`src/rtl/fp_pkg.sv`:
```
// Shared float-format constants and control-state encoding for the float datapath blocks.
package fp_pkg;

    localparam int FP_M_W        = 16;
    localparam int FP_E_W        = 8;
    localparam int FP_M_FRAC     = 15;
    // Beyond 17 right shifts every mantissa has already collapsed to 0 after rounding.
    localparam int FP_RSHIFT_CAP = 17;

    typedef enum logic [1:0] {
        IDLE,
        SHIFT,
        ROUND,
        DONE
    } fp_state_t;

endpackage

```
`src/rtl/fp_to_int_shift_calc.sv`:
```
// Derives shift direction and capped shift count from the float exponent.
import fp_pkg::*;

module fp_to_int_shift_calc #(
    parameter int OUT_W     = 16,
    parameter int FRAC_BITS = 0,
    parameter int CNT_W     = 6
) (
    input  logic [FP_E_W-1:0] e,
    output logic              dir,
    output logic [CNT_W-1:0]  cnt
);

    logic [9:0] k;
    logic [9:0] mag;
    logic [9:0] cap;

    always_comb begin
        // k = e - 15 + FRAC_BITS in 10-bit two's complement; dir=1 means right shift.
        k   = {{2{e[FP_E_W-1]}}, e} - 10'(FP_M_FRAC) + 10'(FRAC_BITS);
        dir = k[9];
        mag = dir ? (~k + 10'd1) : k;
        cap = dir ? 10'(FP_RSHIFT_CAP) : 10'(OUT_W);
        cnt = (mag > cap) ? cap[CNT_W-1:0] : mag[CNT_W-1:0];
    end

endmodule

```
`src/rtl/fp_to_int.sv`:
```
// Iterative float {m,e} to saturated signed fixed-point converter, one shift per clock.
// Build option FP_TO_INT_TRUNC_EN: truncate (toward -inf) instead of round-half-up.
import fp_pkg::*;

module fp_to_int #(
    parameter int OUT_W     = 16,
    parameter int FRAC_BITS = 0
) (
    input  logic                          clk,
    input  logic                          rst,
    input  logic [FP_M_W+FP_E_W-1:0]      in_data,
    input  logic                          in_valid,
    output logic                          in_ready,
    output logic [OUT_W-1:0]              out_data,
    output logic                          out_sat,
    output logic                          out_valid,
    input  logic                          out_ready
);

    localparam int CNT_W = $clog2(OUT_W + 1);

    localparam logic [OUT_W-1:0] MAX_POS = {1'b0, {(OUT_W-1){1'b1}}};
    localparam logic [OUT_W-1:0] MIN_NEG = {1'b1, {(OUT_W-1){1'b0}}};

    fp_state_t state;
    fp_state_t state_next;

    logic [OUT_W-1:0] acc;
    logic             guard;
    logic             sat;
    logic [CNT_W-1:0] cnt;
    logic             dir;
    logic             m_neg;
    logic             m_zero;

    logic [FP_M_W-1:0] in_m;
    logic [FP_E_W-1:0] in_e;
    logic              calc_dir;
    logic [CNT_W-1:0]  calc_cnt;

    logic              round_guard;
    logic [OUT_W-1:0]  round_data;
    logic              round_sat;

    assign in_m = in_data[FP_M_W+FP_E_W-1:FP_E_W];
    assign in_e = in_data[FP_E_W-1:0];

    fp_to_int_shift_calc #(
        .OUT_W     (OUT_W),
        .FRAC_BITS (FRAC_BITS),
        .CNT_W     (CNT_W)
    ) u_shift_calc (
        .e   (in_e),
        .dir (calc_dir),
        .cnt (calc_cnt)
    );

    always_ff @(posedge clk) begin
        if (rst) begin
            state <= IDLE;
        end else begin
            state <= state_next;
        end
    end

    always_comb begin
        state_next = state;
        in_ready   = 1'b0;
        out_valid  = 1'b0;
        case (state)
            IDLE: begin
                in_ready = 1'b1;
                if (in_valid) begin
                    state_next = SHIFT;
                end
            end
            SHIFT: begin
                if (cnt == '0) begin
                    state_next = ROUND;
                end
            end
            ROUND: begin
                state_next = DONE;
            end
            DONE: begin
                out_valid = 1'b1;
                if (out_ready) begin
                    state_next = IDLE;
                end
            end
            default: begin
                state_next = IDLE;
            end
        endcase
    end

`ifdef FP_TO_INT_TRUNC_EN
    assign round_guard = 1'b0;
`else
    assign round_guard = guard;
`endif

    always_comb begin
        round_data = '0;
        round_sat  = 1'b0;
        if (m_zero) begin
            round_data = '0;
            round_sat  = 1'b0;
        end else if (sat) begin
            round_data = m_neg ? MIN_NEG : MAX_POS;
            round_sat  = 1'b1;
        end else if (round_guard && (acc == MAX_POS)) begin
            round_data = MAX_POS;
            round_sat  = 1'b1;
        end else begin
            round_data = acc + OUT_W'(round_guard);
            round_sat  = 1'b0;
        end
    end

    always_ff @(posedge clk) begin
        if (rst) begin
            acc      <= '0;
            guard    <= 1'b0;
            sat      <= 1'b0;
            cnt      <= '0;
            dir      <= 1'b0;
            m_neg    <= 1'b0;
            m_zero   <= 1'b0;
            out_data <= '0;
            out_sat  <= 1'b0;
        end else begin
            case (state)
                IDLE: begin
                    if (in_valid) begin
                        acc    <= OUT_W'(signed'(in_m));
                        guard  <= 1'b0;
                        sat    <= 1'b0;
                        cnt    <= calc_cnt;
                        dir    <= calc_dir;
                        m_neg  <= in_m[FP_M_W-1];
                        m_zero <= (in_m == '0);
                    end
                end
                SHIFT: begin
                    if (cnt != '0) begin
                        cnt <= cnt - CNT_W'(1);
                        if (dir) begin
                            acc   <= {acc[OUT_W-1], acc[OUT_W-1:1]};
                            guard <= acc[0];
                        end else begin
                            // A sign change about to happen means the value no longer fits.
                            if (acc[OUT_W-1] != acc[OUT_W-2]) begin
                                sat <= 1'b1;
                            end
                            acc <= {acc[OUT_W-2:0], 1'b0};
                        end
                    end
                end
                ROUND: begin
                    out_data <= round_data;
                    out_sat  <= round_sat;
                end
                default: begin
                end
            endcase
        end
    end

endmodule

```
`config.mk`:
```
export PLATFORM = sky130hd
export DESIGN_NAME = fp_to_int
export DESIGN_NICKNAME = d
export VERILOG_FILES = /design/src/rtl/fp_pkg.sv /design/src/rtl/fp_to_int_shift_calc.sv /design/src/rtl/fp_to_int.sv
export SDC_FILE = /design/constraint.sdc
export NUM_CORES = 1
export LEC_CHECK = 0
export ABC_AREA = 1
export CORE_UTILIZATION = 55
export CTS_BUF_LIST = sky130_fd_sc_hd__clkbuf_2
export CTS_CLUSTER_SIZE = 28
export DETAILED_ROUTE_END_ITERATION = 10
export HOLD_SLACK_MARGIN = 0.06
export PLACE_DENSITY = 0.84
export SKIP_LAST_GASP = 1
export SYNTH_ARGS = -nofsm -noshare
export SYNTH_HDL_FRONTEND = slang
export SYNTH_HIERARCHICAL = 1
export SYNTH_SLANG_ARGS = --single-unit
```
`constraint.sdc`:
```
create_clock -name clk -period 4.77 [get_ports clk]
set_clock_uncertainty 0.1 [all_clocks]
set_input_delay 1.1925 -clock clk [delete_from_list [all_inputs] [get_ports clk]]
set_output_delay 1.1925 -clock clk [all_outputs]
set_load 0.01 [all_outputs]
```
======== Yosys cells after proc, flatten, opt, wreduce, memory -nomap -nowiden ========
Cells that the tools add are included.
storage, ports and cells
  register bits after elaboration ......... 45
  latch bits .............................. 0
  RAM bits ................................ 0
  memory bits (read-only) ................. 0
  input port bits ......................... 28
  output and inout bits ................... 19
  word-level logic and storage cells ...... 72
  memories ................................ 0
operators by class
  add/sub/neg operators ................... 4
  $mul .................................... 0
  divide/modulo/power cells ............... 0
  $lt $le $gt $ge ......................... 1
  eq/ne operators ......................... 12
  shift operators ......................... 0
  multiplexer cells ....................... 31
  bitwise gates (word level) .............. 1
  reductions and logical operators ........ 12
operator list
  kind                                                                      number
  16-bit two-way mux                                                        7
  16-bit one-hot mux with 2 select lines                                    1
  16-bit by 1-bit adder with 16-bit output                                  1
  16-bit by 15-bit equality test with 1-bit output (second input constant)  1
  16-bit zero test                                                          1
  5-bit two-way mux                                                         3
  2-bit != test (second input constant)                                     7
  1-bit two-way mux                                                         12
  10-bit by 1-bit adder with 10-bit output (second input constant)          1
  10-bit greater-than comparator                                            1
  10-bit two-way mux                                                        1
  10-bit inverter                                                           1
  5-bit one-hot mux with 2 select lines                                     1
  8-bit by 5-bit subtractor with 9-bit output (second input constant)       1
  2-bit one-hot mux with 4 select lines                                     1
  4-bit AND reduction                                                       2
  2-bit two-way mux                                                         3
  3-bit AND reduction                                                       2
  5-bit zero test                                                           1
  5-bit AND reduction                                                       1
  5-bit nonzero test                                                        1
  5-bit by 1-bit subtractor with 5-bit output (second input constant)       1
  2-bit equality test (second input constant)                               2
  1-bit one-hot mux with 2 select lines                                     2
  6 further kinds                                                           6

======== Longest topological paths before layout ========
Gate-level depths: netlist of the first run.
  depth after elaboration ................. 8
  gate-level depth with buffers ........... 19
  depth with buffers taken out ............ 19

======== Modules after synthesis ========
Netlist of the first run, hierarchy kept.
modules (own cells, without submodules)
  module                times used  cells an instance  area each (µm²)
  fp_to_int             1           393                2,666.3
  fp_to_int_shift_calc  1           93                 449.2

======== Worst setup path after synthesis of the first run ========
No wires, ideal clock.
  path type ............................... input port to flip-flop
  start ................................... input port in_data[0]
  end ..................................... register cnt[0]
  library setup time ...................... 0.119 ns
  data arrival time ....................... 2.699 ns
  setup slack ............................. 1.851 ns
  stages .................................. 16
  cells stage by stage .................... ha_1 > nand3_2 > nand2_2 > nand2_4 > ha_1 > nor2_1 > nor2_1 > nand3_1 > nand2_1 > nand3_2 > nand2_1 > nand2_1 > nand2_1 > o21ai_0 > o21ai_1 > a21oi_1
between the ends
  cells in the longest elaborated chain, start to end .. 8
RTL lines
  item                                             line                        RTL
  start, declared                                  fp_to_int.sv:11             input logic [FP_M_W+FP_E_W-1:0] in_data,
  8-bit by 5-bit subtractor with 9-bit output (*)  fp_to_int_shift_calc.sv:20  k = {{2{e[FP_E_W-1]}}, e} - 10'(FP_M_FRAC) + 10'(FRAC_BITS);
  named net calc_dir                               fp_to_int.sv:38             logic calc_dir;
  10-bit inverter                                  fp_to_int_shift_calc.sv:22  mag = dir ? (~k + 10'd1) : k;
  10-bit by 1-bit adder with 10-bit output         fp_to_int_shift_calc.sv:22
  10-bit two-way mux                               fp_to_int_shift_calc.sv:22
  10-bit greater-than comparator                   fp_to_int_shift_calc.sv:24  cnt = (mag > cap) ? cap[CNT_W-1:0] : mag[CNT_W-1:0];
  5-bit two-way mux (*)                            fp_to_int_shift_calc.sv:24
  named net calc_cnt[0]                            fp_to_int.sv:39             logic [CNT_W-1:0] calc_cnt;
  5-bit two-way mux (*)                            fp_to_int.sv:135            if (in_valid) begin
  5-bit one-hot mux with 2 select lines (*)        fp_to_int.sv:133            case (state)
  end signal, assigned                             fp_to_int.sv:139            cnt <= calc_cnt;
  end signal, assigned                             fp_to_int.sv:147            cnt <= cnt - CNT_W'(1);
  end, declared                                    fp_to_int.sv:31             logic [CNT_W-1:0] cnt;
Mark *: on every way through the listed nets, which the timed path passes. The rest lies on a longest branch. The select of a mux whose other input is x is not followed.
A chain may end at the register's enable or synchronous reset.

======== Final worst setup path of the first run ========
Same ends and word-level chain as after synthesis.

==> results of run 1 <==
layer usage:
layer | vias to the layer above | global-route usage, % | share of wire [%] | wire, um
li1 | 1650 | - | - | -
met1 | 1426 | 31.36 | 44 | 3273
met2 | 89 | 47.79 | 49 | 3647
met3 | 23 | 4.881 | 4.1 | 302
met4 | 0 | 12.83 | 3.1 | 232
met5 | - | 0 | 0 | 0
report_power, final:
part	switching, mW	internal (mW)	total [mW]	leakage [nW]
registers	0.124	0.479	0.603	0.369
clock network	0.136	0.0918	0.228	0.0432
logic	0.502	0.296	0.798	1.14
total	0.762	0.867	1.63	1.56
cell families after synthesis:
kind of cell               after synthesis
buffers and inverters                   77
and+or+nand+nor                        221
xor gates and xnor gates                 9
DFF                                     45
adders and majority gates               11
AOI/OAI and AO/OA                      123
worst reg2reg max path, cell delays in order, from the launching register on:
cell and delay, ps:
dfxtp_1 410, inv_1 90, ha_1 400, inv_1 120, buf_4 320, nand2_1 160
nand2_4 320, inv_2 170, o21ai_0 190, nor2_1 60
Yosys cell counts, types with 2 or more instances:
cell type | n | area [um^2]
a21oi_1 | 48 | 240.2
a21oi_2 | 10 | 87.58
buf_2 | 5 | 25.02
buf_4 | 3 | 22.52
buf_6 | 2 | 22.52
clkbuf_1 | 9 | 33.78
clkinv_1 | 2 | 7.510
dfxtp_1 | 45 | 900.9
ha_1 | 11 | 137.6
inv_1 | 49 | 183.9
inv_2 | 6 | 22.52
nand2_1 | 133 | 499.2
nand2_2 | 6 | 37.54
nand2_4 | 2 | 22.52
nand3_1 | 19 | 95.09
nand3_2 | 3 | 30.03
nand3b_1 | 2 | 15.01
nand4_1 | 6 | 37.54
nor2_1 | 32 | 120.1
nor2_2 | 4 | 25.02
nor2_4 | 2 | 22.52
nor3_1 | 5 | 25.02
nor4_1 | 3 | 18.77
o21ai_0 | 36 | 180.2
o21ai_1 | 19 | 95.09
o21ai_2 | 8 | 70.07
xor2_1 | 9 | 78.83
sequential cells by signal, indices dropped and copies added, names as in the netlist:
signal / cells
cnt: 5
m_neg: 1
out_data: 16
dir: 1
acc: 16
out_sat: 1
guard: 1
sat: 1
m_zero: 1
state: 2
layout by cell type (no fill, tap or decap), drive strengths merged, types with 2 or more instances in the layout:
cell,netlist,final
a21oi,58,58
buf,10,2
clkbuf,9,6
clkdlybuf4s50,0,46
clkinv,3,4
dfxtp,45,45
ha,11,11
inv,55,55
nand2,141,141
nand3,22,22
nand3b,2,2
nand4,7,7
nor2,38,38
nor3,6,6
nor4,3,3
o21ai,63,63
xor2,9,9
how the worst max path moves through the flow:
stage,from,end
finish,in_data[0],cnt[0]
floorplan,in_data[0],cnt[0]
CTS,in_data[0],cnt[0]
detailed placement,in_data[0],cnt[0]
global placement,in_data[0],cnt[0]
global route,in_data[0],cnt[0]
area by class of cell:
cell class	instances	area, um^2
inverters	58	222.7
repair buffers	48	475.5
clock inverters	2	38.79
fillers	539	1827
well taps	72	90.09
clock buffers	6	30.03
multi-input cells	364	1888
flip-flops and latches	45	900.9
metrics by stage:
step | util, % | area (um^2)
floorplan | - | 3115
global placement | 65.36 | 3577
detailed placement | 65.36 | 3577
CTS | 66.62 | 3646
global route | 66.62 | 3646
finish | 66.62 | 3646
==> reports/qor.csv, run 1 <==
stage,metric,value,unit
run_status,status,finished clean,
sta,RSZ-0062 raised after global routing,false,
routing,via/cell ratio,5.358,
grt,vias in the first global route,2974,
sta,setup TNS,0,ps
setup_path,WP buf/inv,1,
sta,Hold WS,382.0,ps
placement,dpl cells,587,
clock_tree,Longest Clk Path Bufs,2,
placement,Post-Place Worst Slack,950.4,ps
clock_tree,Post-CTS Repair Setup Buffers,0,
layout,area grow syn2layout,17.03,%
setup_path,Setup crit start kind,input port,
logic_synthesis,largest family of logic cells by synthesized area,simple AND/OR/NAND/NOR gates,
routing,Antenna Nets Post-Route,0,
setup_path,crit path DAT,3620,ps
setup_path,slowest CP cell,clkdlybuf4s50_1,
grt,first-pass GRT wire length,13060,um
sta,fin crit period,3381,ps
power_and_ir_drop,pwr dens,446.7,nW/um^2
floorplan,FP Rows,27,
setup_path,crit-path max FO,10,
layout,nets,561,
floorplan,initial core utilization,56.93,%
logic_synthesis,mapped cell area,3115,um^2
clock_tree,CTS tree,built,
floorplan,IO Pins,47,
clock_tree,CTS Buf Count,5,
logic_synthesis,"Distinct cells, synth",34,
logic_synthesis,simple-gate portion of the synthesized area,31.61,%
logic_synthesis,syn nets,525,
logic_synthesis,"Seq/Total Area, Yosys",28.92,%
routing,total number of vias,3188,
setup_path,"reg-to-reg slack, setup",2340,ps
logic_synthesis,Gate Count Post-Synth,486,
routing,Initial DRT Pass Iterations,5,
logic_synthesis,Post-synth EDFFs,0,
floorplan,Chip Width,77.27,um
layout,"Cell Count, Final, Fillers Out",595,
placement,GPL Wtd Cong,0.8851,
grt,initial antenna violation count,0,
clock_tree,clk root buf,clkbuf_2,
sta,Final Worst Setup Slack,1389,ps
setup_path,RR Endpoint,cnt[3],
setup_path,Crit path max-delay family,simple AND/OR/NAND/NOR gates,
setup_path,critical path depth,17,
logic_synthesis,Synth Register Bits,45,
sta,final hold vios,0,
sta,Slew Limit Fails,0,
logic_synthesis,Post-Synth Adder-Cell Area,4.418,%
logic_synthesis,asr flop ratio synth,0,%
power_and_ir_drop,Worst IR Drop VDD,405.1,uV
hold_path,HP Class,reg2reg,
layout,share of cells above drive strength 1,10.52,%
logic_synthesis,Synth warnings,6,
floorplan,die height,77.27,um
clock_tree,Sinks on Clock Net,45,
layout,ANT cells,0,
routing,routed len/inst,12.53,um
clock_tree,Worst-path clk slew,250,ps
routing,initial drt markers,178,
hold_path,end of the worst hold path,out_data[11],
routing,DRT Wirelength,7455,um
setup_path,worst reg-to-reg path cell count,9,
sta,Slew @ Worst Pin,882.9,ps
clock_tree,cts hold-fix bufs,0,
hold_path,Hold Path Origin,out_data[11],
setup_path,Crit path largest cell delay,610,ps
routing,DRC Markers,0,
logic_synthesis,Synth Area in XOR/XNOR,2.530,%
hold_path,Hold Crit Depth,2,
clock_tree,H-tree Lvls,2,
clock_tree,"Clk Latency, worst-skew pair",440,ps
sta,period utilisation layout,70.87,%
sta,Finish-stage setup viols,0,
setup_path,critical path endpoint category,flip-flop,
floorplan,core area,5473,um^2
job,max_cap viols,0,
logic_synthesis,syn avg cell area,6.410,um^2
logic_synthesis,mux cell area share after synthesis,0,%
logic_synthesis,Compound-Gate Fraction of Synth Area,22.05,%
clock_tree,post-CTS sizing,0,
setup_path,critical path class,in2reg,
sta,Rel. slew slack,41.06,%
grt,largest net degree at the start of global routing,37,
power_and_ir_drop,Final Power,1.629,mW
logic_synthesis,Synth Flop Type,dfxtp_1,
sta,f_max,0.2958,GHz
placement,# port buffers,46,
floorplan,Total Die Area,5970,um^2
setup_path,"Req. time, crit path",5000,ps
setup_path,R2R Path Start,state[1],
setup_path,Crit path top cell by count,nand2_1,
power_and_ir_drop,Lkg Pwr,1.556,nW
grt,residual overflow from global routing,0,
placement,HPWL after DPL,5577,um
grt,gr usage total,27.10,%
setup_path,crit-path cells,clkdlybuf4s50_1 > ha_1 > nand3_2 > nand2_2 > nand2_4 > ha_1 > nor2_1 > nor2_1 > nand3_1 > nand2_1 > nand3_2 > nand2_1 > nand2_1 > nand2_1 > o21ai_0 > o21ai_1 > a21oi_1,
Power figures use the tool's default switching activity.
==> run 2, diff against run 1 <==
- CORE_UTILIZATION: 55 -> 51
- PLACE_DENSITY: 0.84 -> 0.82
- clock period: 4.77 -> 2.7 ns (I/O delays scaled with it)
==> run 2 against run 1 <==
Compared with the run above:
- critical path depth down 14
- wire length up 2.9%
- sequential cell count unchanged
- count of clock-buffer cells in the layout unchanged
- first-iteration DRC count up 9.6%
- final area up 5.0%
- hold slack worse by 0.86 ps
- non-clock buffer count up 21
- die area up 7.6%
- cell count up 4.0%
- register-to-register slack worse by 1700 ps
- critical path type is now reg2out
- critical endpoint is now in_ready
- largest power group unchanged
==> reports/qor.csv, run 2 (same netlist as run 1, synthesis figures left out) <==
stage,metric,value,unit
run_status,status,finished clean,
power_and_ir_drop,Final Power,2.930,mW
sta,period utilisation layout,95.36,%
clock_tree,"Clk Latency, worst-skew pair",430,ps
setup_path,crit-path max FO,5,
sta,f_max,0.3884,GHz
layout,nets,582,
clock_tree,H-tree Lvls,2,
setup_path,Crit path largest cell delay,570,ps
routing,routed len/inst,12.39,um
layout,"Cell Count, Final, Fillers Out",619,
hold_path,HP Class,reg2reg,
setup_path,Setup crit end,in_ready,
floorplan,IO Pins,47,
grt,first-pass GRT wire length,12640,um
placement,dpl cells,611,
clock_tree,Worst-path clk slew,230,ps
clock_tree,Sinks on Clock Net,45,
setup_path,RR Endpoint,acc[7],
routing,Initial DRT Pass Iterations,6,
placement,# port buffers,46,
layout,fillcell total,543,
floorplan,die height,80.16,um
layout,most frequent cells in the layout,"nand2_1 (131), inv_1 (49), a21oi_1 (48), clkdlybuf4s50_1 (46), dfxtp_1 (45)",
layout,ANT cells,0,
layout,"most common cell after layout, fill and taps aside",nand2_1,
routing,initial drt markers,195,
routing,via/cell ratio,5.313,
floorplan,FP Rows,28,
sta,fin crit period,2575,ps
clock_tree,cts hold-fix bufs,0,
clock_tree,Longest Clk Path Bufs,2,
floorplan,initial core utilization,52.62,%
setup_path,Setup crit start kind,flip-flop,
layout,area grow syn2layout,22.93,%
routing,DRC Markers,0,
routing,DRT Wirelength,7672,um
floorplan,Chip Width,80.16,um
power_and_ir_drop,pwr dens,764.9,nW/um^2
floorplan,core area,5921,um^2
setup_path,critical path endpoint category,output pin,
sta,Finish-stage setup viols,0,
sta,Hold WS,381.1,ps
setup_path,slowest CP cell,clkdlybuf4s50_1,
setup_path,critical path class,reg2out,
power_and_ir_drop,Lkg Pwr,1.655,nW
grt,residual overflow from global routing,0,
setup_path,R2R Path Start,state[1],
power_and_ir_drop,Worst IR Drop VDD,554.4,uV
sta,setup TNS,0,ps
setup_path,worst reg-to-reg path cell count,8,
grt,vias in the first global route,3011,
sta,Slew @ Worst Pin,646.6,ps
sta,final hold vios,0,
clock_tree,clk root buf,clkbuf_2,
clock_tree,post-CTS sizing,0,
placement,HPWL after DPL,5816,um
job,max_cap viols,0,
setup_path,crit path DAT,1800,ps
clock_tree,CTS tree,built,
placement,Post-Place Worst Slack,-287.6,ps
grt,gr usage total,24.74,%
placement,GPL Wtd Cong,0.8977,
grt,largest net degree at the start of global routing,25,
sta,Slew Limit Fails,0,
sta,Rel. slew slack,56.84,%
clock_tree,CTS Buf Count,5,
setup_path,Crit path max-delay family,buffers and inverters,
floorplan,Total Die Area,6426,um^2
setup_path,"Req. time, crit path",1920,ps
routing,total number of vias,3289,
setup_path,Critical path origin,state[0],
grt,initial antenna violation count,0,
setup_path,WP buf/inv,2,
layout,top flop regs,"acc x16, out_data x16, cnt x5",
setup_path,critical path depth,3,
clock_tree,Post-CTS Repair Setup Buffers,0,
routing,Antenna Nets Post-Route,0,
setup_path,crit-path cells,inv_1 > ha_1 > clkdlybuf4s50_1,
layout,share of cells above drive strength 1,14.71,%
setup_path,"reg-to-reg slack, setup",620,ps
sta,Final Worst Setup Slack,125.2,ps
## run 2: stage by stage
stage               utilization [%]  instance area, um^2
finish                        64.69                 3830
detailed placement            63.14                 3739
global placement              63.14                 3739
global route                  64.69                 3830
floorplan                         -                 3115
CTS                           64.22                 3802
## run 2: area by class of cell
| cell class | count | area, um^2 | area share [%] |
|---|---|---|---|
| repair buffers | 69 | 633.1 | 16.53 |
| multi-input cells | 364 | 1916 | 50.02 |
| clock buffers | 6 | 30.03 | 0.7841 |
| clock inverters | 2 | 33.78 | 0.8821 |
| well taps | 75 | 93.84 | 2.450 |
| inverters | 58 | 222.7 | 5.815 |
| flip-flops and latches | 45 | 900.9 | 23.52 |
## run 2: metal layers
| layer | global-route usage, % | part of all wire [%] |
|---|---|---|
| met2 | 43.08 | 48 |
| met3 | 3.295 | 4.5 |
| met4 | 11.25 | 2.5 |
| met1 | 30.06 | 45 |
| met5 | 0 | 0 |
## run 2: worst min path at each step
| stage | slack [ps] | cells after the start | startpoint | to |
|---|---|---|---|---|
| floorplan | 350 | 2 | cnt[1] | cnt[1] |
| CTS | 380 | 2 | out_data[11] | out_data[11] |
| detailed placement | 360 | 2 | out_data[12] | out_data[12] |
| global placement | 350 | 2 | out_data[8] | out_data[8] |
| finish | 380 | 2 | out_data[11] | out_data[11] |
| global route | 400 | 2 | out_data[12] | out_data[12] |
## run 2: report_power, final
group | leakage (nW) | internal, mW | switching (mW) | total [mW]
Clock | 0.0406 | 0.158 | 0.225 | 0.382
Sequential | 0.369 | 0.846 | 0.203 | 1.05
Combinational | 1.25 | 0.572 | 0.925 | 1.50
Total | 1.65 | 1.58 | 1.35 | 2.93
## run 2: tightest hold or removal path: stages (launching register included)
cell	delay, ps
dfxtp_1	360
nand2_1	60
a21oi_1	50
